--- src/rtl/exc_return_ctrl_pkg.sv ---
// Shared refcpu CP0 definitions: exception codes, CP0 register numbers,
// Status bit positions and the redirect FSM state type.
package exc_return_ctrl_pkg;

  typedef enum logic [4:0] {
    EXC_INT  = 5'h00,
    EXC_MOD  = 5'h01,
    EXC_TLBL = 5'h02,
    EXC_TLBS = 5'h03,
    EXC_ADEL = 5'h04,
    EXC_ADES = 5'h05,
    EXC_IBE  = 5'h06,
    EXC_DBE  = 5'h07,
    EXC_SYS  = 5'h08,
    EXC_BP   = 5'h09,
    EXC_RI   = 5'h0A,
    EXC_CPU  = 5'h0B,
    EXC_OV   = 5'h0C,
    EXC_TR   = 5'h0D
  } exc_code_t;

  localparam logic [4:0] CP0_STATUS    = 5'd12;
  localparam logic [4:0] CP0_EPC       = 5'd14;
  localparam logic [4:0] CP0_ERROR_EPC = 5'd30;

  localparam int unsigned STATUS_EXL_BIT = 1;
  localparam int unsigned STATUS_ERL_BIT = 2;

  typedef enum logic {
    ST_IDLE     = 1'b0,
    ST_REDIRECT = 1'b1
  } redir_state_t;

endpackage

--- src/rtl/exc_return_ctrl_nest_stack.sv ---
// LIFO holding saved {EPC,BD} pairs for nested exceptions; the top entry is
// read combinationally so a pop can restore it in the same cycle.
module exc_return_ctrl_nest_stack #(
  parameter int unsigned DEPTH = 4,
  parameter int unsigned W     = 33,
  parameter int unsigned LVL_W = 3
) (
  input  logic             clk,
  input  logic             reset,
  input  logic             push,
  input  logic             pop,
  input  logic [W-1:0]     push_data,
  output logic [W-1:0]     top_data,
  output logic [LVL_W-1:0] level
);

  localparam int unsigned IDX_W = (DEPTH > 1) ? $clog2(DEPTH) : 1;

  logic [W-1:0]     r_mem [DEPTH];
  logic [LVL_W-1:0] r_level;
  logic [IDX_W-1:0] w_wr_idx;
  logic [IDX_W-1:0] w_rd_idx;
  logic             w_full;
  logic             w_empty;

  assign w_full   = (r_level == LVL_W'(DEPTH));
  assign w_empty  = (r_level == '0);
  assign w_wr_idx = IDX_W'(r_level);
  assign w_rd_idx = IDX_W'(r_level - LVL_W'(1));
  assign top_data = r_mem[w_rd_idx];
  assign level    = r_level;

  // Contents need no reset: occupancy alone decides what is valid.
  always_ff @(posedge clk) begin
    if (push && !w_full) begin
      r_mem[w_wr_idx] <= push_data;
    end
  end

  always_ff @(posedge clk) begin
    if (reset) begin
      r_level <= '0;
    end else if (push && !w_full) begin
      r_level <= r_level + LVL_W'(1);
    end else if (pop && !w_empty) begin
      r_level <= r_level - LVL_W'(1);
    end
  end

endmodule

--- src/rtl/exc_return_ctrl.sv ---
// CP0 exception entry / ERET controller: owns EXL/ERL, EPC, ErrorEPC, Cause
// BD/ExcCode, a nesting save stack, and a valid/ready PC redirect to fetch.
module exc_return_ctrl
  import exc_return_ctrl_pkg::*;
#(
  parameter int unsigned          ADDR_W     = 32,
  parameter int unsigned          NEST_DEPTH = 4,
  parameter logic [ADDR_W-1:0]    EXC_VECTOR = 32'hBFC0_0380,
  localparam int unsigned         LVL_W      = (NEST_DEPTH > 0) ? $clog2(NEST_DEPTH + 1) : 1
) (
  input  logic              clk,
  input  logic              reset,
  input  logic              exc_valid,
  input  logic [4:0]        exc_code,
  input  logic [ADDR_W-1:0] exc_pc,
  input  logic              exc_delay,
  input  logic              eret_valid,
  input  logic [ADDR_W-1:0] eret_pc,
  input  logic              eret_delay,
  output logic              req_ready,
  input  logic              wr_en,
  input  logic [4:0]        wr_addr,
  input  logic [ADDR_W-1:0] wr_data,
  output logic              redirect_valid,
  output logic [ADDR_W-1:0] redirect_pc,
  input  logic              redirect_ready,
  output logic              status_exl,
  output logic              status_erl,
  output logic [ADDR_W-1:0] epc,
  output logic [ADDR_W-1:0] error_epc,
  output logic              cause_bd,
  output logic [4:0]        cause_code,
  output logic [LVL_W-1:0]  nest_level,
  output logic              nest_ovf
);

  localparam bit HAS_STK = (NEST_DEPTH != 0);

  redir_state_t      r_state;
  logic              r_redirect_valid;
  logic [ADDR_W-1:0] r_redirect_pc;
  logic              r_exl;
  logic              r_erl;
  logic [ADDR_W-1:0] r_epc;
  logic [ADDR_W-1:0] r_error_epc;
  logic              r_bd;
  logic [4:0]        r_code;
  logic              r_ovf;

  logic              w_req_ready;
  logic              w_take_exc;
  logic              w_take_eret;
  logic              w_accept;
  logic              w_entry;
  logic              w_ret;
  logic [ADDR_W-1:0] w_ent_pc;
  logic              w_ent_dly;
  logic [4:0]        w_ent_code;
  logic [ADDR_W-1:0] w_ent_epc;
  logic [LVL_W-1:0]  w_level;
  logic [ADDR_W:0]   w_top;
  logic              w_stk_full;
  logic              w_push;
  logic              w_pop;

  // Exception beats ERET; a delay-slot ERET re-enters as a Reserved Instruction.
  assign w_req_ready = (r_state == ST_IDLE);
  assign w_take_exc  = w_req_ready & exc_valid;
  assign w_take_eret = w_req_ready & eret_valid & ~exc_valid;
  assign w_accept    = w_take_exc | w_take_eret;
  assign w_entry     = w_take_exc | (w_take_eret & eret_delay);
  assign w_ret       = w_take_eret & ~eret_delay;
  assign w_ent_pc    = w_take_exc ? exc_pc : eret_pc;
  assign w_ent_dly   = w_take_exc ? exc_delay : eret_delay;
  assign w_ent_code  = w_take_exc ? exc_code : 5'(EXC_RI);
  assign w_ent_epc   = w_ent_dly ? (w_ent_pc - ADDR_W'(4)) : w_ent_pc;

  assign w_stk_full  = (w_level == LVL_W'(NEST_DEPTH));
  assign w_push      = w_entry & r_exl & ~w_stk_full;
  assign w_pop       = w_ret & ~r_erl & (w_level != '0);

  generate
    if (HAS_STK) begin : g_stack
      exc_return_ctrl_nest_stack #(
        .DEPTH (NEST_DEPTH),
        .W     (ADDR_W + 1),
        .LVL_W (LVL_W)
      ) u_nest_stack (
        .clk       (clk),
        .reset     (reset),
        .push      (w_push),
        .pop       (w_pop),
        .push_data ({r_epc, r_bd}),
        .top_data  (w_top),
        .level     (w_level)
      );
    end else begin : g_no_stack
      assign w_level = '0;
      assign w_top   = '0;
    end
  endgenerate

  always_ff @(posedge clk) begin
    if (reset) begin
      r_state          <= ST_IDLE;
      r_redirect_valid <= 1'b0;
      r_redirect_pc    <= '0;
      r_exl            <= 1'b0;
      r_erl            <= 1'b1;
      r_epc            <= '0;
      r_error_epc      <= '0;
      r_bd             <= 1'b0;
      r_code           <= '0;
      r_ovf            <= 1'b0;
    end else begin
      case (r_state)
        ST_IDLE: begin
          if (w_accept) begin
            r_state          <= ST_REDIRECT;
            r_redirect_valid <= 1'b1;
          end
        end
        ST_REDIRECT: begin
          if (redirect_ready) begin
            r_state          <= ST_IDLE;
            r_redirect_valid <= 1'b0;
          end
        end
        default: begin
          r_state          <= ST_IDLE;
          r_redirect_valid <= 1'b0;
        end
      endcase

      // An accepted request flushes the pipeline, so a same-cycle mtc0 is dropped.
      if (w_entry) begin
        r_redirect_pc <= EXC_VECTOR;
        r_code        <= w_ent_code;
        if (!r_exl || w_push) begin
          r_epc <= w_ent_epc;
          r_bd  <= w_ent_dly;
          r_exl <= 1'b1;
        end
        if (r_exl && w_stk_full && HAS_STK) begin
          r_ovf <= 1'b1;
        end
      end else if (w_ret) begin
        if (r_erl) begin
          r_redirect_pc <= r_error_epc;
          r_erl         <= 1'b0;
        end else begin
          r_redirect_pc <= r_epc;
          if (w_pop) begin
            {r_epc, r_bd} <= w_top;
          end else begin
            r_exl <= 1'b0;
          end
        end
      end else if (wr_en) begin
        case (wr_addr)
          CP0_STATUS: begin
            r_exl <= wr_data[STATUS_EXL_BIT];
            r_erl <= wr_data[STATUS_ERL_BIT];
          end
          CP0_EPC:       r_epc       <= wr_data;
          CP0_ERROR_EPC: r_error_epc <= wr_data;
          default: ;
        endcase
      end
    end
  end

  assign req_ready      = w_req_ready;
  assign redirect_valid = r_redirect_valid;
  assign redirect_pc    = r_redirect_pc;
  assign status_exl     = r_exl;
  assign status_erl     = r_erl;
  assign epc            = r_epc;
  assign error_epc      = r_error_epc;
  assign cause_bd       = r_bd;
  assign cause_code     = r_code;
  assign nest_level     = w_level;
  assign nest_ovf       = r_ovf;

endmodule

--- config.mk ---
export PLATFORM = sky130hd
export DESIGN_NAME = exc_return_ctrl
export DESIGN_NICKNAME = d
export VERILOG_FILES = /design/src/rtl/exc_return_ctrl_pkg.sv /design/src/rtl/exc_return_ctrl_nest_stack.sv /design/src/rtl/exc_return_ctrl.sv
export SDC_FILE = /design/constraint.sdc
export NUM_CORES = 1
export LEC_CHECK = 0
export CORE_MARGIN = 2
export CORE_UTILIZATION = 47
export CTS_CLUSTER_DIAMETER = 150
export CTS_CLUSTER_SIZE = 25
export DETAILED_ROUTE_END_ITERATION = 8
export GPL_TIMING_DRIVEN = 0
export PLACE_DENSITY = 0.77
export SLEW_MARGIN = 20
export SYNTH_ARGS = -nofsm -noshare
export SYNTH_HDL_FRONTEND = slang
export SYNTH_HIERARCHICAL = 1
export SYNTH_SLANG_ARGS = --single-unit
--- constraint.sdc ---
create_clock -name clk -period 3.1 [get_ports clk]
set_input_delay 0.31 -clock clk [delete_from_list [all_inputs] [get_ports clk]]
set_output_delay 0.31 -clock clk [all_outputs]
set_load 0.01 [all_outputs]
==> results <==
[kinds of logic after synthesis]
kind of cell | Yosys count | synth area share, %
fa+ha+maj | 7 | 0.786
mux | 101 | 13.1
buf+inv | 82 | 3.42
compound gates | 208 | 12.2
xor+xnor | 20 | 1.57
simple gates | 313 | 13.6
flops | 242 | 55.3
[cells in the final DEF, fill, tap and decap left out, types with 9 or more instances in the layout]
cell type                         netlist  layout
sky130_fd_sc_hd__dfxtp_1              110     110
sky130_fd_sc_hd__o21ai_0               22      22
sky130_fd_sc_hd__mux4_2                28      28
sky130_fd_sc_hd__mux2i_1               54      54
sky130_fd_sc_hd__clkdlybuf4s50_1        0     221
sky130_fd_sc_hd__clkbuf_16              0      13
sky130_fd_sc_hd__inv_1                  9       9
sky130_fd_sc_hd__o22ai_1               24      24
sky130_fd_sc_hd__edfxtp_1             132     132
sky130_fd_sc_hd__nor2_1                74      74
sky130_fd_sc_hd__o31ai_1               10      10
sky130_fd_sc_hd__nor3_1                30      29
sky130_fd_sc_hd__clkbuf_1              51      53
sky130_fd_sc_hd__nand3_1               19      19
sky130_fd_sc_hd__a31oi_1               13      13
sky130_fd_sc_hd__or3_1                 18      17
sky130_fd_sc_hd__nand2_1              113     113
sky130_fd_sc_hd__mux2_2                14      14
sky130_fd_sc_hd__a211oi_1              26      26
sky130_fd_sc_hd__xnor2_1               14      14
sky130_fd_sc_hd__a21oi_1               64      64
[Yosys cell counts, types with 8 or more instances]
library cell	instances	area (um2)
sky130_fd_sc_hd__a31oi_1	13	81.3
sky130_fd_sc_hd__buf_2	12	60.1
sky130_fd_sc_hd__nand2_1	113	424
sky130_fd_sc_hd__dfxtp_1	110	2200
sky130_fd_sc_hd__o221ai_1	8	70.1
sky130_fd_sc_hd__inv_1	9	33.8
sky130_fd_sc_hd__a211oi_1	26	195
sky130_fd_sc_hd__mux2i_1	54	541
sky130_fd_sc_hd__o22ai_1	24	150
sky130_fd_sc_hd__mux2_2	14	158
sky130_fd_sc_hd__xnor2_1	14	123
sky130_fd_sc_hd__nor2_1	74	278
sky130_fd_sc_hd__mux4_2	28	631
sky130_fd_sc_hd__o21ai_0	22	110
sky130_fd_sc_hd__nor3_1	30	150
sky130_fd_sc_hd__edfxtp_1	132	3960
sky130_fd_sc_hd__o31ai_1	10	75.1
sky130_fd_sc_hd__clkbuf_1	51	191
sky130_fd_sc_hd__and3_1	8	50.1
sky130_fd_sc_hd__a21oi_1	64	320
sky130_fd_sc_hd__nand3_1	19	95.1
sky130_fd_sc_hd__or3_1	18	113
[per-layer routing]
layer	global-route usage (%)	part of all wire [%]	vias up
li1	-	-	4165
met3	5.89	13	86
met2	47.0	46	708
met5	0	0	-
met1	40.6	38	4540
met4	8.49	3.0	0
[power groups by stage]
stage	registers [uW]	logic, uW	clock network [uW]
2_1_floorplan	3740	571	0
3_3_place_gp	3750	1200	0
3_5_place_dp	3760	1210	0
4_1_cts	3690	1230	1810
5_1_grt	3710	1340	1910
6_report	3690	1280	1820
[cell type report]
| cell class | instances | area share, % |
|---|---|---|
| well taps | 319 | 2.79 |
| clock buffers | 19 | 2.43 |
| diodes | 1 | 0.0175 |
| clock inverters | 1 | 0.0613 |
| plain buffers | 71 | 2.62 |
| repair buffers | 225 | 15.7 |
| multi-input cells | 653 | 33.0 |
| flip-flops and latches | 242 | 43.2 |
| inverters | 9 | 0.236 |
[final timing paths]
path	from	end	slack (ns)	cells after the start
worst min register to register	error_epc[22]	error_epc[22]	0.47	2
worst max-delay path	r_state	redirect_pc[3]	0.08	6
worst min-delay path	wr_data[25]	error_epc[25]	0.42	3
worst max register to register	r_state	redirect_pc[3]	0.08	6
[through the flow]
| stage | total power (uW) | std cells |
|---|---|---|
| 2_1_floorplan | 4310 | 973 |
| 3_3_place_gp | 4950 | 1514 |
| 3_5_place_dp | 4970 | 1514 |
| 4_1_cts | 6720 | 1533 |
| 5_1_grt | 6950 | 1540 |
| 6_report | 6790 | 1540 |
[state kept, by name (all words and copies together), names as in the netlist, 3 cells and up]
register and flops:
epc 32, cause_code 5, g_stack.u_nest_stack/level 3, g_stack.u_nest_stack/r_mem 132, error_epc 32, redirect_pc 32
[critical path, cell delays in order, from the launching register on]
cell	delay (ns)
sky130_fd_sc_hd__dfxtp_1	0.32
sky130_fd_sc_hd__buf_4	0.18
sky130_fd_sc_hd__nor4b_1	0.72
sky130_fd_sc_hd__clkbuf_2	0.45
sky130_fd_sc_hd__clkbuf_1	0.61
sky130_fd_sc_hd__clkbuf_1	0.46
sky130_fd_sc_hd__a211oi_1	0.14
[repair_timing]
action	in CTS	in global routing
gates resized for setup	22	15
gates cloned	0	4
pin swaps	3	4
endpoints found under the setup margin	158	157
setup buffers	1	2
==> impl_summary.md <==
Outcome
The run finished with clean final reports.

Clock network
The buffer cell driving the clock tree root is sky130_fd_sc_hd__clkbuf_16. The clock network latency to the later pin of the worst-skew pair is roughly 0.49 ns. The clock slew seen by the registers of the worst setup and hold paths is 0.10 ns.

In this run the deepest clock path goes through 3 buffers. For this design, the sink count on the clock tree is 242. Hold repair after CTS inserted 0 buffers. The clock tree from TritonCTS is done. CTS built an H-tree with a depth of 1. The number of buffers inserted during clock tree synthesis is 13.

Power and ir drop
The sequential power share is between 50% and 60%. For this design the ratio of total power to cell area is approximately 480 nW/um2. Net switching is about 28% of the power. The combinational power share is roughly a fifth. The internal portion of the total power is 4920 uW. The largest vdd supply drop is approximately 0.33 mV. Summed over all cells, the static leakage comes to 0.00486 uW. The share of power burned in the clock network is roughly 27%. The analysis attributes to net switching a power of about 1900 uW.

Placement
The count of buffers added on input and output ports is around 220. The global placement routability congestion is about 0.94. Before CTS, the worst setup slack after placement is -1.17 ns. The area of placed instances is 13800 um2.

The post-detailed-placement half-perimeter wirelength is about 27000 um.

Layout
The total non-filler cell area in the finished layout is 14300 um2. The signed area change from the synthesized netlist to the final layout is 28.2%. The end-of-flow core utilization is 61.0%. The net count of the finished layout is approximately 1300.

The fill cell instance count of the final layout is between 1500 and 2000. The layout cell share with drive strength beyond 1 is under 10%. Summing all flip-flop and latch instances after layout gives between 6000 and 7000 um2. Summing all multi-input logic gate instances after layout gives around 4700 um2.

Timing
Measured against its own limit, the worst slew margin works out to roughly 28%. The total setup violations reported at the end of the flow is 0. In the final timing run, aggregate negative setup slack is 0 ns. Once routing completed, OpenROAD measured the worst setup slack at 0.0820 ns. The ratio of final minimum period to clock period is 97.4%.

The number of hold violations in the final report came to 0. The smallest clock period supported by the final layout is computed as around 3.0 ns. The count of pins over their slew limit was 0. Derived from the worst setup path, the maximum achievable clock frequency is around 330 MHz. Setup repair after global routing could not meet its margin everywhere. The worst hold slack is around 0.42 ns.

The worst-margin pin slew is ~1.1 ns. The worst clock skew is 0.0158 ns.

Global routing
The global-route wire length before repair is 54300 um. For this run, the total global-route usage over all layers was measured as ~29%. The pin count of the biggest net entering global routing is 34. For this run the aggregate overflow at the end of global routing stands at 0. The initial antenna violation count came to 1.

The via count of the first global-routing pass was 8925.

Route
The first routing iteration left 1287 violations. The detailed-route via count is 9499. The routed length per instance is ~25 um. The number of detailed-route iterations in the first pass is 8. For this run, design rule violations remaining after detail routing come to 0.

Using the TritonRoute via totals, the vias-per-cell ratio works out to between 6 and 7. Wires add up to approximately 38000 um. The count of nets left with antenna violations once routing finished came out at 0.

Logic synthesis
The most common flop cell mapped by yosys is sky130_fd_sc_hd__edfxtp_1. In this run, synthesis inferred about 130 flip-flops with an integrated enable. Synthesis handed over a netlist of ~970 instances. The register area share after synthesis is a little under three fifths. Synthesis inferred between 200 and 250 register bits. The warning count from the yosys run is 6. After synthesis, the share of flip-flops with an asynchronous set or reset is 0%.

The number of different library cells in the post-synthesis netlist is 69. When the netlist entered floorplanning its net count stood at 1094. Summing every instance area after synthesis gives roughly 11000 um2.

After synthesis, the mean cell area works out to roughly 11 um2.

Floorplan
The initial core utilization is between 40% and 50%. The floorplan step set the die width to approximately 160 um. From bottom edge to top edge, the die measures 158 um. The area enclosed by the die boundary is around 25000 um2. The placement row count is between 50 and 60. The top-level I/O count is 224. The core region is 23400 um2.

Job
Max-cap violations in this run came to 0.

Setup path
The launching element type of the critical path is a flop. Of all nets on the critical path, the largest fanout is 10. The endpoint kind of the worst setup timing path is a flop. For the worst setup path, the data arrival time is between 3 and 4 ns. The critical path required time is around 3.4 ns. By startpoint and endpoint, the worst setup path is classified as reg2reg.

Worst hold path
The worst hold-check path type is in2reg.
Note: power is estimated with default switching activity, not from simulation.
